## src/rtl/usb_rx_pkt_ctrl_pkg.sv

```systemverilog
// Shared types for the USB receive-control block: FSM state encoding and error causes.
package usb_rx_pkg;

  typedef enum logic [3:0] {
    IDLE,
    RCV_SYNC,
    COMPARE,
    RCV_BITS,
    WRITE,
    WAIT_BIT,
    EOP_END,
    ERR_EOP,
    ERR_EDGE,
    ERR_IDLE
  } rx_state_t;

  typedef enum logic [1:0] {
    ERR_NONE,
    ERR_SYNC,
    ERR_ALIGN,
    ERR_OVF
  } rx_err_t;

  localparam logic [7:0] DEF_SYNC_BYTE = 8'h80;
  localparam int         DEF_MAX_BYTES = 64;

endpackage

```

## src/rtl/usb_rx_pkt_ctrl_if.sv

```systemverilog
// Line-side strobes in, FIFO write/status out; master drives the decoder side, slave is the controller.
interface usb_rx_pkt_ctrl_if #(
  parameter int MAX_BYTES = 64,
  parameter int CNT_W     = $clog2(MAX_BYTES + 1)
);
  logic             d_edge;
  logic             eop;
  logic             shift_enable;
  logic             byte_received;
  logic [7:0]       rcv_data;
  logic             fifo_full;
  logic             rcving;
  logic             w_enable;
  logic             r_error;
  logic [1:0]       err_code;
  logic [CNT_W-1:0] byte_count;
  logic             pkt_done;

  modport master (
    output d_edge, eop, shift_enable, byte_received, rcv_data, fifo_full,
    input  rcving, w_enable, r_error, err_code, byte_count, pkt_done
  );

  modport slave (
    input  d_edge, eop, shift_enable, byte_received, rcv_data, fifo_full,
    output rcving, w_enable, r_error, err_code, byte_count, pkt_done
  );
endinterface

```

## src/rtl/usb_rx_pkt_ctrl.sv

```systemverilog
// Receive-control FSM: checks SYNC, issues one FIFO write per byte, caps payload length and
// flags bad SYNC / misaligned EOP / overflow. Moore status outputs, Mealy pkt_done.
module usb_rx_pkt_ctrl
  import usb_rx_pkg::*;
#(
  parameter logic [7:0] SYNC_BYTE = DEF_SYNC_BYTE,
  parameter int         MAX_BYTES = DEF_MAX_BYTES,
  parameter int         CNT_W     = $clog2(MAX_BYTES + 1)
) (
  input  logic               clk,
  input  logic               n_rst,
  usb_rx_pkt_ctrl_if.slave   bus
);

  rx_state_t        state_q, state_d;
  rx_err_t          err_q, err_d;
  logic [CNT_W-1:0] cnt_q, cnt_d;

  always_ff @(posedge clk or negedge n_rst) begin
    if (!n_rst) state_q <= IDLE;
    else        state_q <= state_d;
  end

  always_ff @(posedge clk or negedge n_rst) begin
    if (!n_rst) begin
      err_q <= ERR_NONE;
      cnt_q <= '0;
    end else begin
      err_q <= err_d;
      cnt_q <= cnt_d;
    end
  end

  always_comb begin
    state_d = state_q;
    err_d   = err_q;
    cnt_d   = cnt_q;
    unique case (state_q)
      IDLE: if (bus.d_edge) begin
        state_d = RCV_SYNC;
        err_d   = ERR_NONE;
      end
      RCV_SYNC: if (bus.byte_received) state_d = COMPARE;
      COMPARE: begin
        if (bus.rcv_data == SYNC_BYTE) begin
          state_d = RCV_BITS;
          cnt_d   = '0;
        end else begin
          state_d = ERR_EOP;
          err_d   = ERR_SYNC;
        end
      end
      // A completed byte outranks a coincident EOP sample.
      RCV_BITS: begin
        if (bus.byte_received) begin
          if (cnt_q == CNT_W'(MAX_BYTES) || bus.fifo_full) begin
            state_d = ERR_EOP;
            err_d   = ERR_OVF;
          end else begin
            state_d = WRITE;
          end
        end else if (bus.shift_enable && bus.eop) begin
          state_d = ERR_EDGE;
          err_d   = ERR_ALIGN;
        end
      end
      WRITE: begin
        state_d = WAIT_BIT;
        cnt_d   = cnt_q + CNT_W'(1);
      end
      WAIT_BIT: if (bus.shift_enable) state_d = bus.eop ? EOP_END : RCV_BITS;
      EOP_END:  if (bus.d_edge) state_d = IDLE;
      ERR_EOP:  if (bus.shift_enable && bus.eop) state_d = ERR_EDGE;
      ERR_EDGE: if (bus.d_edge) state_d = ERR_IDLE;
      ERR_IDLE: if (bus.d_edge) begin
        state_d = RCV_SYNC;
        err_d   = ERR_NONE;
      end
      default: state_d = IDLE;
    endcase
  end

  assign bus.rcving     = (state_q != IDLE) && (state_q != ERR_IDLE);
  assign bus.r_error    = (state_q == ERR_EOP) || (state_q == ERR_EDGE) || (state_q == ERR_IDLE);
  assign bus.w_enable   = (state_q == WRITE);
  assign bus.pkt_done   = (state_q == EOP_END) && bus.d_edge;
  assign bus.err_code   = err_q;
  assign bus.byte_count = cnt_q;

endmodule
```

## src/flat_wrapper.sv

```systemverilog
// flat-port wrapper written by rule: the top's interface ports become plain ports
module usb_rx_pkt_ctrl_flat import usb_rx_pkg::*;
#(
  parameter logic [7:0] SYNC_BYTE = DEF_SYNC_BYTE,
  parameter int         MAX_BYTES = DEF_MAX_BYTES,
  parameter int         CNT_W     = $clog2(MAX_BYTES + 1)
)
  (clk, n_rst, bus_d_edge, bus_eop, bus_shift_enable, bus_byte_received, bus_rcv_data, bus_fifo_full, bus_rcving, bus_w_enable, bus_r_error, bus_err_code, bus_byte_count, bus_pkt_done);
  usb_rx_pkt_ctrl_if #(.MAX_BYTES(MAX_BYTES), .CNT_W(CNT_W)) bus_i ();
  input  logic clk;
  input  logic n_rst;
  input wire logic [$bits(bus_i.d_edge)-1:0] bus_d_edge;
  input wire logic [$bits(bus_i.eop)-1:0] bus_eop;
  input wire logic [$bits(bus_i.shift_enable)-1:0] bus_shift_enable;
  input wire logic [$bits(bus_i.byte_received)-1:0] bus_byte_received;
  input wire logic [$bits(bus_i.rcv_data)-1:0] bus_rcv_data;
  input wire logic [$bits(bus_i.fifo_full)-1:0] bus_fifo_full;
  output wire logic [$bits(bus_i.rcving)-1:0] bus_rcving;
  output wire logic [$bits(bus_i.w_enable)-1:0] bus_w_enable;
  output wire logic [$bits(bus_i.r_error)-1:0] bus_r_error;
  output wire logic [$bits(bus_i.err_code)-1:0] bus_err_code;
  output wire logic [$bits(bus_i.byte_count)-1:0] bus_byte_count;
  output wire logic [$bits(bus_i.pkt_done)-1:0] bus_pkt_done;
  assign bus_i.d_edge = bus_d_edge;
  assign bus_i.eop = bus_eop;
  assign bus_i.shift_enable = bus_shift_enable;
  assign bus_i.byte_received = bus_byte_received;
  assign bus_i.rcv_data = bus_rcv_data;
  assign bus_i.fifo_full = bus_fifo_full;
  assign bus_rcving = bus_i.rcving;
  assign bus_w_enable = bus_i.w_enable;
  assign bus_r_error = bus_i.r_error;
  assign bus_err_code = bus_i.err_code;
  assign bus_byte_count = bus_i.byte_count;
  assign bus_pkt_done = bus_i.pkt_done;
  usb_rx_pkt_ctrl #(.SYNC_BYTE(SYNC_BYTE), .MAX_BYTES(MAX_BYTES), .CNT_W(CNT_W)) u_core (.clk(clk), .n_rst(n_rst), .bus(bus_i));
endmodule
```

## config.mk

```make
export PLATFORM = sky130hd
export DESIGN_NAME = usb_rx_pkt_ctrl_flat
export DESIGN_NICKNAME = d
export VERILOG_FILES = /design/src/rtl/usb_rx_pkt_ctrl_pkg.sv /design/src/rtl/usb_rx_pkt_ctrl_if.sv /design/src/rtl/usb_rx_pkt_ctrl.sv /design/src/flat_wrapper.sv
export SDC_FILE = /design/constraint.sdc
export NUM_CORES = 1
export LEC_CHECK = 0
export CORE_UTILIZATION = 46
export DETAILED_ROUTE_END_ITERATION = 10
export PLACE_DENSITY = 0.87
export SETUP_SLACK_MARGIN = 0.1
export SYNTH_ARGS = -nofsm -noshare
export SYNTH_HDL_FRONTEND = slang
export SYNTH_SLANG_ARGS = --single-unit
```

## constraint.sdc

```tcl
create_clock -name clk -period 1.8 [get_ports clk]
set_input_delay 0.18 -clock clk [delete_from_list [all_inputs] [get_ports clk]]
set_output_delay 0.18 -clock clk [all_outputs]
set_load 0.03 [all_outputs]
```

# --- Word level (Yosys, flattened, before mapping) ---
# Index checks and enable logic that the tools add are counted.
totals:
  register_bits: 13
  in_bits: 15
  out_inout_bits: 13
  elab_cells: 58
classes:
  n_addsub: 1
  eq_ne: 21
  mux: 19
  n_reduce_logical: 14
ops:
  columns: ["op", "count"]
  rows:
  - ["$pmux 4 s9", 1]
  - ["$mux 4", 7]
  - ["$eq 4x3->1 const B", 4]
  - ["$pmux 7 s2", 1]
  - ["$mux 2", 6]
  - ["$ne 2x2->1 const B", 5]
  - ["$reduce_and 5->1", 2]
  - ["$eq 4x2->1 const B", 2]
  - ["$eq 4x4->1 const B", 2]
  - ["$eq 8x8->1 const B", 1]
  - ["$add 7x1->7 const B", 1]
  - ["$eq 7x7->1 const B", 1]
  - ["$mux 7", 1]
  - ["$mux 3", 2]
  - ["$ne 3x2->1 const B", 2]
  - ["$pmux 2 s3", 1]
  - ["$eq 4x1->1 const B", 1]
  - ["$logic_not 4->1", 1]
  - ["$ne 2x1->1 const B", 2]
  - ["$ne 4x4->1 const B", 1]
  - ["$reduce_bool 4->1", 1]
  - ["$logic_and 1x1->1", 3]
  - ["$logic_or 1x1->1", 3]
  - ["$reduce_bool 3->1", 1]
  - ["3 further kinds", 3]

# --- Longest topological paths before layout ---
# Gate-level depths: netlist (run 1).
depth:
  word_depth: 5
  ltp_mapped: 6
  ltp_nobuf: 6

# --- Worst setup path before layout (run 1) ---
# No wires, ideal clock.
synth_path:
  path_type: "reg-to-reg"
  start: "reg u_core.cnt_q[0] (netlist: u_core.bus.byte_count[0])"
  end: "reg u_core.err_q[1] (netlist: u_core.bus.err_code[1])"
  t_arrival_ns: 1.551
  required_time_ns: 1.672
  setup_slack_ns: 0.122
  stages_incl_launch_ff: 6
  cell_sequence: "dfrtp_1 -> inv_1 -> ha_1 -> a41oi_1 -> a311oi_2 -> mux2_1"
synth_via:
  elab_chain_cells: 4
synth_rtl:
  columns: ["item", "line_no", "rtl"]
  rows:
  - ["start: declaration", "usb_rx_pkt_ctrl.sv:17", "logic [CNT_W-1:0] cnt_q, cnt_d;"]
  - ["start signal: assignment", "usb_rx_pkt_ctrl.sv:30", "cnt_q <= cnt_d;"]
  - ["$eq 7x7->1", "usb_rx_pkt_ctrl.sv:56", "if (cnt_q == CNT_W'(MAX_BYTES) || bus.fifo_full) begin"]
  - ["$logic_or 1x1->1", "usb_rx_pkt_ctrl.sv:56", null]
  - ["$ne 3x2->1 (no source line)", null, null]
  - ["$reduce_and 5->1 (no source line)", null, null]
  - ["end signal: assignment", "usb_rx_pkt_ctrl.sv:29", "err_q <= err_d;"]
  - ["end: declaration", "usb_rx_pkt_ctrl.sv:16", "rx_err_t err_q, err_d;"]
# No other way between the ends.
# A chain may end at the register's enable or synchronous reset.

# --- Worst setup path after layout (run 1) ---
layout_path:
  start: "reg u_core.state_q[0]"
  end: "reg u_core.cnt_q[5] (netlist: u_core.bus.byte_count[5])"
layout_via:
  elab_chain_cells: 3
  word_cells_on_any_way: 6
  classes_between: "eq/ne (3); mux (1); reduce/logical (2)"
layout_rtl:
  columns: ["item", "line_no", "rtl"]
  rows:
  - ["start: declaration", "usb_rx_pkt_ctrl.sv:15", "rx_state_t state_q, state_d;"]
  - ["start signal: assignment", "usb_rx_pkt_ctrl.sv:21", "else state_q <= state_d;"]
  - ["$eq 4x2->1 or $eq 4x3->1 (tied branches)", "usb_rx_pkt_ctrl.sv:38", "unique case (state_q)"]
  - ["$ne 2x1->1 (no source line) or $reduce_bool 2->1 (tied branches)", null, null]
  - ["$reduce_and 2->1 (no source line)", null, null]
# Parallel ways exist; a longest one is shown, timed or not.

==> flow_summary.yaml, run 1 <==
detailed_routing:
  antenna_left: 0
  drt_wl_total_mm: 3.25
  wl_per_cell_um: 16.2
  vias_per_cell: 5.69
  dr.pass1.iters: 4
  initialDrtViolationCount: 47
  vias: 1138
  drc: 0
global_route:
  grt_pass1_wl_mm: 4.24
  grt-ovfl-total: 0
  antenna_found_initial: 0
  grt_pass1_vias: 992
  grt_use_total_pct: 27.0
  grt_max_degree: 14
pwr:
  irDropWorstVdd_v: 0.00115
  p_leak_nw: 0.705
  power.total_mw: 2.56
  power_density_mw_per_mm2: 1600
floorplan:
  start_util_pct: 49.0
  core_sq_mm: 0.00196
  ios: 28
  rows: 16
  die_area_sq_mm: 0.00228
  die_width_um: 47.7
  die_h_um: 47.7
setup_path:
  path_max_fanout: 10
  endpoint_kind: "flop"
  worstSetupPathType: "flop to flop"
  cp-start-kind: "flop"
  cp_data_required_time_ps: 1960
  r2r_start: "u_core.state_q[0]"
  arrival_ps: 1930
  critPathLaunch: "u_core.state_q[0]"
timing:
  hold_viol_final: 0
  worst_slew_pin_slew_ps: 594
  holdWs_ps: 278
  fmax_mhz: 565
  finalMaxSlewViolations: 0
  setup_violations: 0
  slew_headroom_pct: 60.3
  skew_ps: 1.76
  rsz0062_at_grt: "true"
  fin_crit_sh_pct: 98.4
  min_period_ps: 1770
  finalSetupTns_ps: 0
  finalWorstSetupSlack_ps: 29.2
finish:
  final_layout_size_suffix_gt1_share_pct: 34.7
  layout_commonest_cell: "clkdlybuf4s50_1"
  design_area_sq_mm: 0.00160
  nets: 191
  syn_to_final_growth_pct: 66.9
  layout_common_cells: "clkdlybuf4s50_1, buf_4, nor2_1, nand2_1"
  antenna_cells: 0
  instances_no_fill: 200
  fillers: 133
  finish.utilization_pct: 81.8
place:
  hpwlAfterDp_mm: 1.95
  routabilityCongestion: 0.908
  place_area_sq_mm: 0.00135
  dp_cells: 185
  dp_slack_ps: -115
  io_buffers: 27
cts:
  clkLatencyLatePin_ps: 270
  cts.sinks: 13
  htree_levels: 1
  cts_buffers: 3
  ctsHoldBuffers: 0
  cts_tree: "built"
  root_buffer: "clkbuf_4"
  clkTransAtPathRegs_ps: 80
  cts.path.max_buffers: 2
synthesis:
  syn_inst: 119
  yosysWarningCount: 0
  ys_seq_area_share_pct: 33.9
  synth.avg_cell_area_sq_um: 8.07
  synth_cell_type_count: 40
  synth_nets: 136
  netlist_area_sq_um: 961
  ys_seq_elements: 13
run:
  maxCapViolations: 0
outcome:
  status: "completed"
hold_path:
  min_path_type: "primary input to asynchronous set/reset pin"
per-layer routing:
layer,global-route usage (%),up-vias,share of wire (%)
met5,0,-,0
met4,9.44,0,1.9
met3,2.26,9,3.7
met2,48.9,43,54
met1,33.4,549,41
li1,-,537,-
cell families after synthesis:
| kind of cell | count (synthesis) | share of synthesized area, % |
|---|---|---|
| simple gates | 52 | 28.9 |
| compound gates | 37 | 25.4 |
| buf+inv | 13 | 7.03 |
| flops | 13 | 33.9 |
| mux | 2 | 2.21 |
| fa+ha+maj | 2 | 2.60 |
Yosys cell counts (all sizes together):
library cell  count  share of area [%]
nand2b            5                3.3
nand2            11                4.3
mux2i             1                1.0
o21ai            10                5.2
nand3             8                4.2
or4b              1                1.4
a311oi            3                3.4
mux2              1                1.2
and3              1               0.65
a211oi            3                2.3
nor4b             2                2.5
a21o              1               0.78
a41oi             1               0.91
o2bb2ai           1               0.91
o22ai             1               0.65
and2              2                1.6
o31ai             1               0.78
nor4bb            1                1.0
nor4              1               0.65
o22a              1               0.91
ha                2                2.6
or3               1               0.65
buf               5                3.9
o21bai            2                1.6
a21oi             9                4.7
dfrtp            13                 34
nor2b             3                2.0
a22oi             1               0.78
a22o              1               0.91
a31oi             1               0.65
o41ai             1               0.91
nor2             16                6.8
inv               8                3.1
cell type report:
cell class,instances,area [sq um],share of cell area (%)
Inverter,8,32.5,2.03
Tap cell,27,33.8,2.11
Timing Repair Buffer,55,510,31.8
Sequential cell,13,330,20.6
Clock buffer,4,26.3,1.64
Multi-Input combinational cell,93,671,41.8
timing repair:
| item | in CTS | in global routing |
|---|---|---|
| setup endpoints to repair | 13 | 17 |
| buffers inserted | 8 | 3 |
| resized for setup | 18 | 17 |
| pin swaps | 6 | 4 |
critical path, stage by stage, from the launching register on:
cell and delay (ps):
dfrtp_2 510, or4b_4 600, buf_6 160, nor2_4 110, nand3_2 120, nand3_2 100
o21ai_2 50
report_power, final:
group          internal [mW]  switching, mW  total [mW]
logic                  0.850          0.907        1.76
clock network         0.0859         0.0911       0.177
registers              0.418          0.211       0.629
final timing paths:
check                                           end  slack (ps)  cells after the start
max                        u_core.bus.byte_count[5]          30                      6
max reg2reg                u_core.bus.byte_count[5]          30                      6
max in group asynchronous         u_core.state_q[3]        1100                      1
min                        u_core.bus.byte_count[4]         280                      1
min reg2reg                  u_core.bus.err_code[1]         500                      1
min in group clk             u_core.bus.err_code[1]         500                      1
sequential cells by signal, indices dropped and copies added (netlist names):
| register | count |
|---|---|
| u_core.state_q | 4 |
| u_core.bus.err_code | 2 |
| u_core.bus.byte_count | 7 |
Power figures use the tool's default switching activity.
==> run 2: changes to the inputs <==
CORE_MARGIN = 2   (was unset)
SKIP_CTS_REPAIR_TIMING = 1   (was unset)
==> flow_summary.yaml, run 2 (synthesized netlist as in run 1, its figures left out) <==
outcome:
  status: "finished, violations left"
  violations: "setup timing"
place:
  place_area_sq_mm: 0.00134
  dp_slack_ps: -81.9
  hpwlAfterDp_mm: 2.08
  routabilityCongestion: 0.952
  io_buffers: 27
  dp_cells: 184
finish:
  largest_register_ffs: 7
  syn_to_final_growth_pct: 64.3
  design_area_sq_mm: 0.00158
  instances_no_fill: 200
  nets: 191
  antenna_cells: 0
  layout_common_cells: "buf_4, clkdlybuf4s50_1, nor2_1, nand2_1, a21oi_1"
  final_layout_size_suffix_gt1_share_pct: 34.1
  layout_commonest_cell: "buf_4"
cts:
  root_buffer: "clkbuf_4"
  cts_tree: "built"
  htree_levels: 1
  cts_buffers: 3
  cts.sinks: 13
  clkTransAtPathRegs_ps: 80
  cts.path.max_buffers: 2
  clkLatencyLatePin_ps: 280
timing:
  skew_ps: 1.65
  setup_violations: 3
  min_period_ps: 1870
  fmax_mhz: 533
  slew_headroom_pct: 59.8
  hold_viol_final: 0
  fin_crit_sh_pct: 104
  rsz0062_at_grt: "true"
  finalWorstSetupSlack_ps: -74.6
  finalMaxSlewViolations: 0
  worst_slew_pin_slew_ps: 602
  finalSetupTns_ps: -120
detailed_routing:
  antenna_left: 0
  vias_per_cell: 5.74
  drc: 0
  dr.pass1.iters: 4
  vias: 1147
  drt_wl_total_mm: 3.28
  wl_per_cell_um: 16.4
  initialDrtViolationCount: 41
setup_path:
  worstSetupPathType: "flop to output pin"
  path_max_fanout: 6
  r2r_start: "u_core.state_q[3]"
  endpoint_kind: "output pin"
  cp-start-kind: "flop"
  cp_data_required_time_ps: 1620
  arrival_ps: 1690
  critPathLaunch: "u_core.state_q[3]"
pwr:
  combPwrFrac_pct: 68.1
  intPower_mw: 1.32
  sequentialPowerShare_pct: 24.7
  p_sw_share_pct: 47.7
  power.switching_mw: 1.20
  p_leak_nw: 0.726
  power.total_mw: 2.52
  p_clk_share_pct: 7.3
  irDropWorstVdd_v: 0.00113
  power_density_mw_per_mm2: 1600
global_route:
  grt_busiest_layer: "met2"
  antenna_found_initial: 0
  grt_pass1_wl_mm: 4.37
  grt_max_degree: 14
  grt_use_met2_pct: 42.0
  grt.met1_usage_pct: 26.4
  grt_use_total_pct: 23.0
  grt-ovfl-total: 0
  grtUsageMet3_pct: 6.06
  grt_pass1_vias: 1041
floorplan:
  ios: 28
  rows: 16
  die_h_um: 49.7
  core_sq_mm: 0.00196
  start_util_pct: 49.0
  die_width_um: 49.7
  die_area_sq_mm: 0.00247
hold_path:
  min_path_type: "primary input to asynchronous set/reset pin"
run:
  maxCapViolations: 0
run 2: cell types whose count changed in the layout (fill, tap and decap cells not counted), sizes merged:
cell,previous run,this run
clkbuf,5,4
clkdlybuf4s50,23,21
dlymetal6s2s,0,3
run 2: final timing paths:
kind	end	slack, ps	depth (start not counted)
hold / removal	u_core.bus.byte_count[3]	280	1
setup reg to reg	u_core.bus.byte_count[5]	-20	7
min in group clk	u_core.bus.err_code[1]	520	1
max in group asynchronous	u_core.bus.byte_count[0]	1100	1
setup / recovery	bus_w_enable	-70	4
hold reg to reg	u_core.bus.err_code[1]	520	1
run 2: area by class of cell:
class	count	area (sq um)
Inverter	8	32.5
Timing Repair Buffer	55	502
Clock buffer	4	26.3
Fill cell	126	383
Tap cell	27	33.8
Multi-Input combinational cell	93	653
Sequential cell	13	332
run 2: layer usage:
layer,wire length [um],vias to the layer above
li1,-,536
met1,1220,554
met2,1810,51
met4,57,0
met5,0,-
met3,194,6
run 2: through the flow:
stage,utilization (%),hold WS [ps]
floorplan,-,-116
global placement,68.3,486
detailed placement,68.3,498
CTS,69.6,286
global route,80.5,305
finish,80.5,276
run 2: power groups by stage:
stage / combinational [mW] / clock, mW / sequential (mW)
global route: 1.84 / 0.204 / 0.644
global placement: 1.31 / 0 / 0.615
detailed placement: 1.36 / 0 / 0.622
finish: 1.72 / 0.183 / 0.622
CTS: 1.37 / 0.182 / 0.618
floorplan: 0.770 / 0 / 0.682
run 2: critical path, cell delays in order, from the launching register on:
cell	delay (ps)
dfrtp_2	460
buf_6	140
or4b_4	580
inv_4	100
buf_6	130
